**config.mk**
```make
export PLATFORM = sky130hd
export DESIGN_NAME = alu_mc_ctrl_flat
export DESIGN_NICKNAME = d
export VERILOG_FILES = /design/src/rtl/alu_mc_ctrl_if.sv /design/src/rtl/alu_mc_ctrl.sv /design/src/flat_wrapper.sv
export SDC_FILE = /design/constraint.sdc
export NUM_CORES = 1
export LEC_CHECK = 0
export CORE_UTILIZATION = 44
export CTS_BUF_LIST = sky130_fd_sc_hd__clkbuf_8
export DETAILED_ROUTE_END_ITERATION = 8
export PLACE_DENSITY_LB_ADDON = 0.12
export SYNTH_ARGS = -nofsm -noshare
export SYNTH_HDL_FRONTEND = slang
export SYNTH_SLANG_ARGS = --single-unit
```
**constraint.sdc**
```tcl
create_clock -name clk -period 2.08 [get_ports clk]
set_clock_uncertainty 0.2 [all_clocks]
set_input_delay 0.624 -clock clk [delete_from_list [all_inputs] [get_ports clk]]
set_output_delay 0.624 -clock clk [all_outputs]
set_load 0.005 [all_outputs]
```
**src/rtl/alu_mc_ctrl_if.sv**
```systemverilog
// Bundle of the upstream operation handshake, the ALU operand/result ports
// and the downstream result handshake for alu_mc_ctrl.
interface alu_mc_ctrl_if #(
    parameter int TAG_W = 4
);
    // valid/ready: a transfer happens on a rising clk edge where both are high;
    // the producer holds valid and payload stable until that edge.
    logic             in_valid;
    logic             in_ready;
    logic             in_sel;
    logic [31:0]      in_a;
    logic [31:0]      in_b;
    logic             in_c;
    logic [TAG_W-1:0] in_tag;

    logic             alu_sel;
    logic [31:0]      alu_a;
    logic [31:0]      alu_b;
    logic             alu_c;
    logic [31:0]      alu_r;

    logic             out_valid;
    logic             out_ready;
    logic [31:0]      out_r;
    logic [TAG_W-1:0] out_tag;

    modport slave (
        input  in_valid, in_sel, in_a, in_b, in_c, in_tag, alu_r, out_ready,
        output in_ready, alu_sel, alu_a, alu_b, alu_c, out_valid, out_r, out_tag
    );

    modport master (
        output in_valid, in_sel, in_a, in_b, in_c, in_tag, alu_r, out_ready,
        input  in_ready, alu_sel, alu_a, alu_b, alu_c, out_valid, out_r, out_tag
    );
endinterface

```
**src/rtl/alu_mc_ctrl.sv**
```systemverilog
// Flow control around a fixed-latency pipelined ALU: tracks accepted slots,
// captures their results into a credit-protected FIFO, returns them in order.
module alu_mc_ctrl #(
    parameter int STAGES     = 3,
    parameter int FIFO_DEPTH = 4,
    parameter int TAG_W      = 4
) (
    input  logic          clk,
    input  logic          rst,
    alu_mc_ctrl_if.slave  bus
);
    localparam int PTR_W = (FIFO_DEPTH > 1) ? $clog2(FIFO_DEPTH) : 1;
    localparam int CNT_W = $clog2(FIFO_DEPTH + 1);

    logic [STAGES-1:0] r_trk_vld;
    logic [TAG_W-1:0]  r_trk_tag [STAGES];
    logic [31:0]       r_mem_r   [FIFO_DEPTH];
    logic [TAG_W-1:0]  r_mem_tag [FIFO_DEPTH];
    logic [PTR_W-1:0]  r_wr_ptr;
    logic [PTR_W-1:0]  r_rd_ptr;
    logic [CNT_W-1:0]  r_occ;
    logic [CNT_W-1:0]  r_count;

    logic w_in_ready;
    logic w_accept;
    logic w_wr;
    logic w_pop;
    logic w_out_valid;
    logic w_full;

    function automatic logic [PTR_W-1:0] next_ptr(input logic [PTR_W-1:0] p);
        return (p == PTR_W'(FIFO_DEPTH - 1)) ? '0 : p + PTR_W'(1);
    endfunction

    // Credits cover in-flight plus buffered results, so in_ready is purely registered.
    assign w_in_ready  = (r_count < CNT_W'(FIFO_DEPTH)) && !rst;
    assign w_accept    = bus.in_valid && w_in_ready;
    assign w_wr        = r_trk_vld[STAGES-1];
    assign w_out_valid = (r_occ != '0);
    assign w_pop       = w_out_valid && bus.out_ready;
    assign w_full      = (r_occ == CNT_W'(FIFO_DEPTH));

    assign bus.in_ready  = w_in_ready;
    assign bus.alu_sel   = bus.in_sel;
    assign bus.alu_a     = bus.in_a;
    assign bus.alu_b     = bus.in_b;
    assign bus.alu_c     = bus.in_c;
    assign bus.out_valid = w_out_valid;
    assign bus.out_r     = w_out_valid ? r_mem_r[r_rd_ptr]   : '0;
    assign bus.out_tag   = w_out_valid ? r_mem_tag[r_rd_ptr] : '0;

    always_ff @(posedge clk or posedge rst) begin
        if (rst) begin
            r_trk_vld <= '0;
        end else begin
            r_trk_vld[0] <= w_accept;
            for (int i = 1; i < STAGES; i++) begin
                r_trk_vld[i] <= r_trk_vld[i-1];
            end
        end
    end

    // Tags ride alongside the valids; stale tags are harmless once valids clear.
    always_ff @(posedge clk) begin
        r_trk_tag[0] <= bus.in_tag;
        for (int i = 1; i < STAGES; i++) begin
            r_trk_tag[i] <= r_trk_tag[i-1];
        end
    end

    always_ff @(posedge clk) begin
        if (w_wr) begin
            r_mem_r[r_wr_ptr]   <= bus.alu_r;
            r_mem_tag[r_wr_ptr] <= r_trk_tag[STAGES-1];
        end
    end

    always_ff @(posedge clk or posedge rst) begin
        if (rst) begin
            r_wr_ptr <= '0;
            r_rd_ptr <= '0;
            r_occ    <= '0;
            r_count  <= '0;
        end else begin
            if (w_wr) begin
                r_wr_ptr <= next_ptr(r_wr_ptr);
            end
            if (w_pop) begin
                r_rd_ptr <= next_ptr(r_rd_ptr);
            end
            case ({w_wr, w_pop})
                2'b10:   r_occ <= r_occ + CNT_W'(1);
                2'b01:   r_occ <= r_occ - CNT_W'(1);
                default: r_occ <= r_occ;
            endcase
            case ({w_accept, w_pop})
                2'b10:   r_count <= r_count + CNT_W'(1);
                2'b01:   r_count <= r_count - CNT_W'(1);
                default: r_count <= r_count;
            endcase
        end
    end

    a_no_overflow: assert property (@(posedge clk) disable iff (rst) !(w_wr && w_full));

endmodule

```
**src/flat_wrapper.sv**
```systemverilog
// flat-port wrapper written by rule: the top's interface ports become plain ports
module alu_mc_ctrl_flat 
#(
    parameter int STAGES     = 3,
    parameter int FIFO_DEPTH = 4,
    parameter int TAG_W      = 4
)
  (clk, rst, bus_in_valid, bus_in_sel, bus_in_a, bus_in_b, bus_in_c, bus_in_tag, bus_alu_r, bus_out_ready, bus_in_ready, bus_alu_sel, bus_alu_a, bus_alu_b, bus_alu_c, bus_out_valid, bus_out_r, bus_out_tag);
  alu_mc_ctrl_if #(.TAG_W(TAG_W)) bus_i ();
  input  logic clk;
  input  logic rst;
  input wire logic [$bits(bus_i.in_valid)-1:0] bus_in_valid;
  input wire logic [$bits(bus_i.in_sel)-1:0] bus_in_sel;
  input wire logic [$bits(bus_i.in_a)-1:0] bus_in_a;
  input wire logic [$bits(bus_i.in_b)-1:0] bus_in_b;
  input wire logic [$bits(bus_i.in_c)-1:0] bus_in_c;
  input wire logic [$bits(bus_i.in_tag)-1:0] bus_in_tag;
  input wire logic [$bits(bus_i.alu_r)-1:0] bus_alu_r;
  input wire logic [$bits(bus_i.out_ready)-1:0] bus_out_ready;
  output wire logic [$bits(bus_i.in_ready)-1:0] bus_in_ready;
  output wire logic [$bits(bus_i.alu_sel)-1:0] bus_alu_sel;
  output wire logic [$bits(bus_i.alu_a)-1:0] bus_alu_a;
  output wire logic [$bits(bus_i.alu_b)-1:0] bus_alu_b;
  output wire logic [$bits(bus_i.alu_c)-1:0] bus_alu_c;
  output wire logic [$bits(bus_i.out_valid)-1:0] bus_out_valid;
  output wire logic [$bits(bus_i.out_r)-1:0] bus_out_r;
  output wire logic [$bits(bus_i.out_tag)-1:0] bus_out_tag;
  assign bus_i.in_valid = bus_in_valid;
  assign bus_i.in_sel = bus_in_sel;
  assign bus_i.in_a = bus_in_a;
  assign bus_i.in_b = bus_in_b;
  assign bus_i.in_c = bus_in_c;
  assign bus_i.in_tag = bus_in_tag;
  assign bus_i.alu_r = bus_alu_r;
  assign bus_i.out_ready = bus_out_ready;
  assign bus_in_ready = bus_i.in_ready;
  assign bus_alu_sel = bus_i.alu_sel;
  assign bus_alu_a = bus_i.alu_a;
  assign bus_alu_b = bus_i.alu_b;
  assign bus_alu_c = bus_i.alu_c;
  assign bus_out_valid = bus_i.out_valid;
  assign bus_out_r = bus_i.out_r;
  assign bus_out_tag = bus_i.out_tag;
  alu_mc_ctrl #(.STAGES(STAGES), .FIFO_DEPTH(FIFO_DEPTH), .TAG_W(TAG_W)) u_core (.clk(clk), .rst(rst), .bus(bus_i));
endmodule
```
==> out/results.tsv, run 1 <==
stage	metric	value	unit
outcome	status	finished with violations	
outcome	violations	negative setup slack	
logic_synthesis	synth-compound-area-share	0.147	%
drt	drtIter0Drc	259	
placed_design	dp.cells	569	
floorplan	die-area	0.0160	mm²
worst_setup_path	start_kind	register	
worst_setup_path	crit_arrival	1.96	ns
global_route	grt_pass1_wl	19.1	mm
drt	ant_nets	0	
clock_network	cts_tree	yes	
timing	slew_viol_final	0	
floorplan	design.core.area	0.0152	mm²
worst_setup_path	reg2reg_slack	-0.25	ns
job	max_cap_violations	0	
power	total_power	11.0	mW
timing	worstMarginPinSlew	0.607	ns
logic_synthesis	synthCells	361	
placed_design	hpwl	7.30	mm
logic_synthesis	synth_fa_ha_area_share	1.87	%
global_route	grt_pass1_vias	3397	
timing	maxSlewHeadroom	59.5	%
logic_synthesis	synth_top_family_by_area	multiplexers	
power	leakagePower	2.99	nW
logic_synthesis	synth_cell_type_count	21	
global_route	grt_usage	16.5	%
finish	syn_to_final_growth	21.7	%
drt	vias	3208	
logic_synthesis	ys_seq_elements	169	
worst_setup_path	required	1.26	ns
timing	finalSetupViolations	41	
timing	fmax	0.360	GHz
timing	layout_setup_ws	-0.699	ns
drt	wl	12.4	mm
clock_network	root_buffer	clkbuf_8	
clock_network	clock_latency	0.44	ns
drt	viasPerCell	5.14	
timing	rsz0062_at_grt	yes	
clock_network	cts.path.max_buffers	2	
timing	finalCriticalPeriod	2.78	ns
clock_network	cts-buffers-inserted	17	
global_route	antenna_found_initial	1	
finish	drive_gt1_share	43.0	%
clock_network	path_clk_slew	0.07	ns
worst_setup_path	cp_max_fo	5	
floorplan	dieHeight	127	µm
worst_setup_path	cp-end-kind	primary output	
power	peakVddDrop	0.546	mV
placed_design	io_buffers	77	
timing	hold_viol	0	
finish	final_cell_mix	edfxtp_1, buf_6, clkdlybuf4s50_1, mux4_2, and2_4	
logic_synthesis	synth-simple-area-share	4.27	%
logic_synthesis	synth_top_area_share	63.3	%
clock_network	cts_hold_buf	0	
floorplan	dieWidth	127	µm
logic_synthesis	syn_avg_cell_area	18.9	µm²
timing	fin_crit_sh	134	%
finish	layout_commonest_cell	edfxtp_1	
worst_setup_path	r2r-end	u_core.r_count[2]	
logic_synthesis	syn_nets	476	
clock_network	h-tree-depth	4	
logic_synthesis	yosysWarnings	0	
worst_setup_path	crit_type	register to primary output	
logic_synthesis	yosys.area.top_type	edfxtp_1	
worst_setup_path	endpoint	bus_out_r[20]	
clock_network	cts_sinks	169	
floorplan	start_util	44.9	%
floorplan	io_pins	210	
drt	drc	0	
min_path	hold_path_class	register to register	
worst_setup_path	rr_worst_depth	8	
logic_synthesis	synth.area.top_cells	edfxtp_1, mux4_2, buf_4	
placed_design	place.gp.congestion	0.665	
global_route	overflow	0	
logic_synthesis	synthMuxAreaShare	12.5	%
worst_setup_path	cp-startpoint	u_core.r_rd_ptr[0]	
finish	fin_cells	624	
logic_synthesis	yosysSeqAreaShare	71.6	%
drt	avgRoutedWirePerCell	19.8	µm
power	power_density	1320	mW/mm²
global_route	grt_start_max_net_pins	37	
finish	fin_nets	537	
placed_design	post-place-ws	-0.546	ns
logic_synthesis	synth_xor_area_share	0.770	%
logic_synthesis	syn-cell-area	0.00683	mm²
floorplan	row_count	45	
drt	drt_first_pass_iters	4	
worst_setup_path	worstReg2RegStart	u_core.r_occ[2]	
[power by group]
part           switching [mW]  internal [mW]
Sequential              0.143           4.03
Combinational            1.62           2.93
Clock                    1.09           1.15
Total                    2.85           8.11
[metal layers]
layer  vias to the layer above  global-route usage, %  wire length [µm]
li1                       1401                      -                 -
met1                      1664                   20.5              5180
met2                       114                   25.4              6040
met3                        29                   7.59               966
met4                         0                   6.38               195
met5                         -                      0                 0
[stage by stage]
step / area, µm² / utilization (%) / hold slack (ns) / TNS, ns
3_5_place_dp: 7540 / 49.6 / 0.112 / -20.78
2_1_floorplan: 6850 / - / 0.110 / -2.37
3_3_place_gp: 7540 / 49.6 / 0.110 / -20.59
6_report: 8310 / 54.7 / 0.129 / -23.25
5_1_grt: 8310 / 54.7 / 0.139 / -26.82
4_1_cts: 8360 / 55.0 / 0.129 / -26.58
[repair_timing]
| item | 4_1_cts | 5_1_grt |
|---|---|---|
| gates resized for setup | 225 | 13 |
| hold endpoints to repair | 0 | 0 |
| pin swaps | 41 | 7 |
| endpoints found under the setup margin | 42 | 78 |
| setup buffers | 18 | 7 |
| gates cloned | 4 | 0 |
[worst min path at each step]
| stage | from | endpoint | slack, ns | depth (start not counted) |
|---|---|---|---|---|
| after floorplan | u_core.r_trk_tag[0][6] | u_core.r_trk_tag[0][10] | 0.11 | 0 |
| after global placement | u_core.r_trk_tag[0][5] | u_core.r_trk_tag[0][9] | 0.11 | 0 |
| after detailed placement | u_core.r_trk_tag[0][7] | u_core.r_trk_tag[0][11] | 0.11 | 0 |
| after CTS | u_core.r_trk_tag[0][7] | u_core.r_trk_tag[0][11] | 0.13 | 0 |
| after global routing | u_core.r_trk_tag[0][5] | u_core.r_trk_tag[0][9] | 0.14 | 0 |
| final | u_core.r_trk_tag[0][7] | u_core.r_trk_tag[0][11] | 0.13 | 0 |
[cells by family after synthesis]
| group | Yosys count |
|---|---|
| buffers and inverters | 86 |
| multiplexers | 40 |
| adder cells (fa/ha/maj) | 9 |
| AND/OR/NAND/NOR | 49 |
| AO/OA/AOI/OAI | 2 |
| XOR/XNOR | 6 |
| flip-flops | 169 |
[registers in the layout, indices dropped and copies added (netlist names)]
name and count:
u_core.r_wr_ptr 2, u_core.r_occ 3, u_core.r_rd_ptr 2, u_core.r_count 3, u_core.r_trk_tag 12, u_core.r_mem_tag 16, u_core.r_trk_vld 3, u_core.r_mem_r 128
[critical path, cell delays in order (launching register included)]
cell	delay, ns
dfrtp_2	0.41
buf_12	0.14
buf_6	0.11
buf_12	0.12
mux4_2	0.49
and2_4	0.15
buf_6	0.11
[synthesized netlist by cell type, drive strengths merged]
| library cell | number |
|---|---|
| edfxtp | 144 |
| buf | 74 |
| and2 | 41 |
| mux4 | 36 |
| dfrtp | 13 |
| dfxtp | 12 |
| inv | 8 |
| ha | 7 |
| clkbuf | 4 |
| nor2 | 4 |
| mux2 | 3 |
| xnor2 | 3 |
| xor2 | 3 |
| fa | 2 |
| nand2 | 2 |
| o21ai | 2 |
| or3 | 2 |
| mux2i | 1 |
[layout make-up]
type / count / area, µm²
repair buffers: 120 / 1310
clock buffers: 17 / 234
well taps: 188 / 235
diodes: 1 / 2.50
fillers: 1206 / 6890
multi-input cells: 106 / 1460
flip-flops and latches: 169 / 4890
inverters: 8 / 30.0
clock inverters: 15 / 150
Note: power is estimated with default switching activity, not from simulation.
==> run 2: changes to the inputs <==
Settings changed: HOLD_SLACK_MARGIN from default to 0.05, SLEW_MARGIN from default to 20.
==> results of run 2 <==
No change in the layout: final DEF, timing and power equal those of run 1.
==> run 3: changes to the inputs <==
Settings changed: CELL_PAD_IN_SITES_DETAIL_PLACEMENT from default to 0, CELL_PAD_IN_SITES_GLOBAL_PLACEMENT from default to 1, CORE_UTILIZATION 44 to 36.
==> run 3 against run 2 <==
The flow still finishes with violations (negative setup slack). Worst setup slack lost 0.0052 ns. Sequential share of layout area down 2.3 points. Global-route usage is 2.7 points lower. Flip-flop and latch count unchanged. Largest power group unchanged.
==> out/results.tsv, run 3 (synthesized netlist as in run 1, its figures left out) <==
stage	metric	value	unit
worst_setup_path	cp_max_fo	6	
placed_design	post-place-ws	-0.530	ns
floorplan	row_count	50	
timing	fmax	0.359	GHz
floorplan	start_util	36.6	%
worst_setup_path	crit_family	buffers and inverters	
global_route	antenna_found_initial	0	
timing	worstMarginPinSlew	0.328	ns
power	leakagePower	3.12	nW
timing	finalSetupViolations	44	
finish	final_cell_mix	edfxtp_1, buf_6, clkdlybuf4s50_1, mux4_2, and2_4	
clock_network	h-tree-depth	4	
timing	layout_setup_ws	-0.704	ns
worst_setup_path	crit_arrival	1.96	ns
finish	fillerInstances	1627	
drt	drtIter0Drc	106	
finish	diodes	0	
finish	syn_to_final_growth	26.7	%
drt	vias	3176	
floorplan	io_pins	210	
worst_setup_path	r2r-end	u_core.r_count[2]	
worst_setup_path	critPathBufInv	4	
floorplan	design.core.area	0.0186	mm²
finish	seq_area	0.00489	mm²
worst_setup_path	worstReg2RegStart	u_core.r_occ[1]	
global_route	grt_start_max_net_pins	26	
clock_network	cts_tree	yes	
placed_design	io_buffers	77	
worst_setup_path	start_kind	register	
placed_design	place.gp.congestion	0.639	
outcome	status	finished with violations	
global_route	grt_pass1_vias	3386	
worst_setup_path	critPathMaxStageDelay	0.44	ns
worst_setup_path	rr_worst_depth	9	
power	peakVddDrop	0.589	mV
drt	avgRoutedWirePerCell	18.6	µm
placed_design	hpwl	7.42	mm
worst_setup_path	reg2reg_slack	-0.39	ns
clock_network	cts-buffers-inserted	17	
power	total_power	11.8	mW
finish	reg_top3	u_core.r_mem_r (128), u_core.r_mem_tag (16), u_core.r_trk_tag (12)	
min_path	whs_path_depth	0	
worst_setup_path	cp-end-kind	primary output	
clock_network	cts.path.max_buffers	2	
min_path	hold_path_class	register to register	
min_path	hp-start	u_core.r_trk_tag[0][6]	
finish	drive_gt1_share	46.5	%
clock_network	cts_sinks	169	
drt	ant_nets	0	
drt	drc	0	
timing	hold_viol	0	
worst_setup_path	required	1.26	ns
outcome	violations	negative setup slack	
clock_network	path_clk_slew	0.08	ns
timing	rsz0062_at_grt	yes	
global_route	grt_pass1_wl	19.5	mm
floorplan	dieWidth	140	µm
finish	largest_reg_flops	128	
timing	slew_viol_final	0	
finish	fin_nets	551	
timing	maxSlewHeadroom	78.1	%
timing	fin_crit_sh	134	%
worst_setup_path	cp_slowest_cell	dfrtp_2	
finish	layout_commonest_cell	edfxtp_1	
drt	drt_first_pass_iters	4	
job	max_cap_violations	0	
global_route	overflow	0	
floorplan	die-area	0.0195	mm²
global_route	grt_usage	13.9	%
worst_setup_path	crit_top_cell	buf_6	
worst_setup_path	path_cells	buf_6 > buf_12 > buf_6 > mux4_2 > and2_4 > buf_6	
timing	finalCriticalPeriod	2.78	ns
clock_network	root_buffer	clkbuf_8	
worst_setup_path	crit_type	register to primary output	
power	power_density	1360	mW/mm²
drt	viasPerCell	4.65	
drt	wl	12.7	mm
floorplan	dieHeight	140	µm
finish	top_register	u_core.r_mem_r	
clock_network	clock_latency	0.44	ns
min_path	min_to	u_core.r_trk_tag[0][10]	
finish	multi_input_area	0.00146	mm²
==> run 3: cell count changes in the layout (fill, tap and decap cells not counted), sizes merged <==
| cell | before | now |
|---|---|---|
| buf | 80 | 94 |
| clkinv | 3 | 6 |
| inv | 15 | 12 |
| bufinv | 3 | 5 |
| clkinvlp | 2 | 0 |
| clkbuf | 17 | 18 |
| diode | 1 | 0 |
| dlygate4sd2 | 2 | 1 |
==> run 3: worst max-delay path by stage <==
| stage | start | end | slack, ns | cells after the start |
|---|---|---|---|---|
| 2_1_floorplan | u_core.r_rd_ptr[0] | bus_out_r[0] | -0.09 | 4 |
| 3_3_place_gp | u_core.r_rd_ptr[0] | bus_out_r[2] | -0.53 | 4 |
| 3_5_place_dp | u_core.r_rd_ptr[0] | bus_out_r[2] | -0.53 | 4 |
| 4_1_cts | u_core.r_rd_ptr[0] | bus_out_tag[2] | -0.74 | 6 |
| 5_1_grt | u_core.r_rd_ptr[0] | bus_out_tag[2] | -0.80 | 6 |
| 6_report | u_core.r_rd_ptr[0] | bus_out_tag[2] | -0.70 | 6 |
==> run 3: per-layer routing <==
layer | global-route usage, % | part of all wire, %
met1 | 17.2 | 42
met2 | 23.2 | 52
met3 | 3.99 | 4.2
met4 | 4.97 | 1.4
met5 | 0 | 0
==> run 3: power breakdown <==
part | switching (mW) | internal [mW] | leakage, nW | total, mW
clock | 1.20 | 1.44 | 0.233 | 2.64
sequential | 0.142 | 4.02 | 1.56 | 4.17
combinational | 1.70 | 3.25 | 1.33 | 4.96
==> run 3: per-stage QoR <==
step	util (%)	TNS, ns	hold WS, ns	cell area, µm²	std cells
floorplan	-	-2.37	0.110	6850	361
global placement	40.9	-19.84	0.111	7630	620
detailed placement	40.9	-20.28	0.112	7630	620
CTS	46.3	-27.09	0.111	8640	682
global route	46.4	-28.91	0.125	8650	683
finish	46.4	-24.95	0.131	8650	683
==> run 3: final cells by class <==
class / count / share of cell area [%]
Multi-Input combinational cell: 106 / 16.9
Clock buffer: 17 / 2.70
Timing Repair Buffer: 134 / 17.6
Sequential cell: 169 / 56.5
Tap cell: 234 / 3.38
Inverter: 8 / 0.347
Clock inverter: 15 / 2.56
==> run 3: repair_timing <==
action / in CTS / in global routing
hold endpoints to repair: 0 / 0
gates cloned: 4 / 0
resized for setup: 245 / 11
hold buffers: 0 / 0
pin swaps: 45 / 9
setup buffers: 26 / 3
setup endpoints to repair: 43 / 45
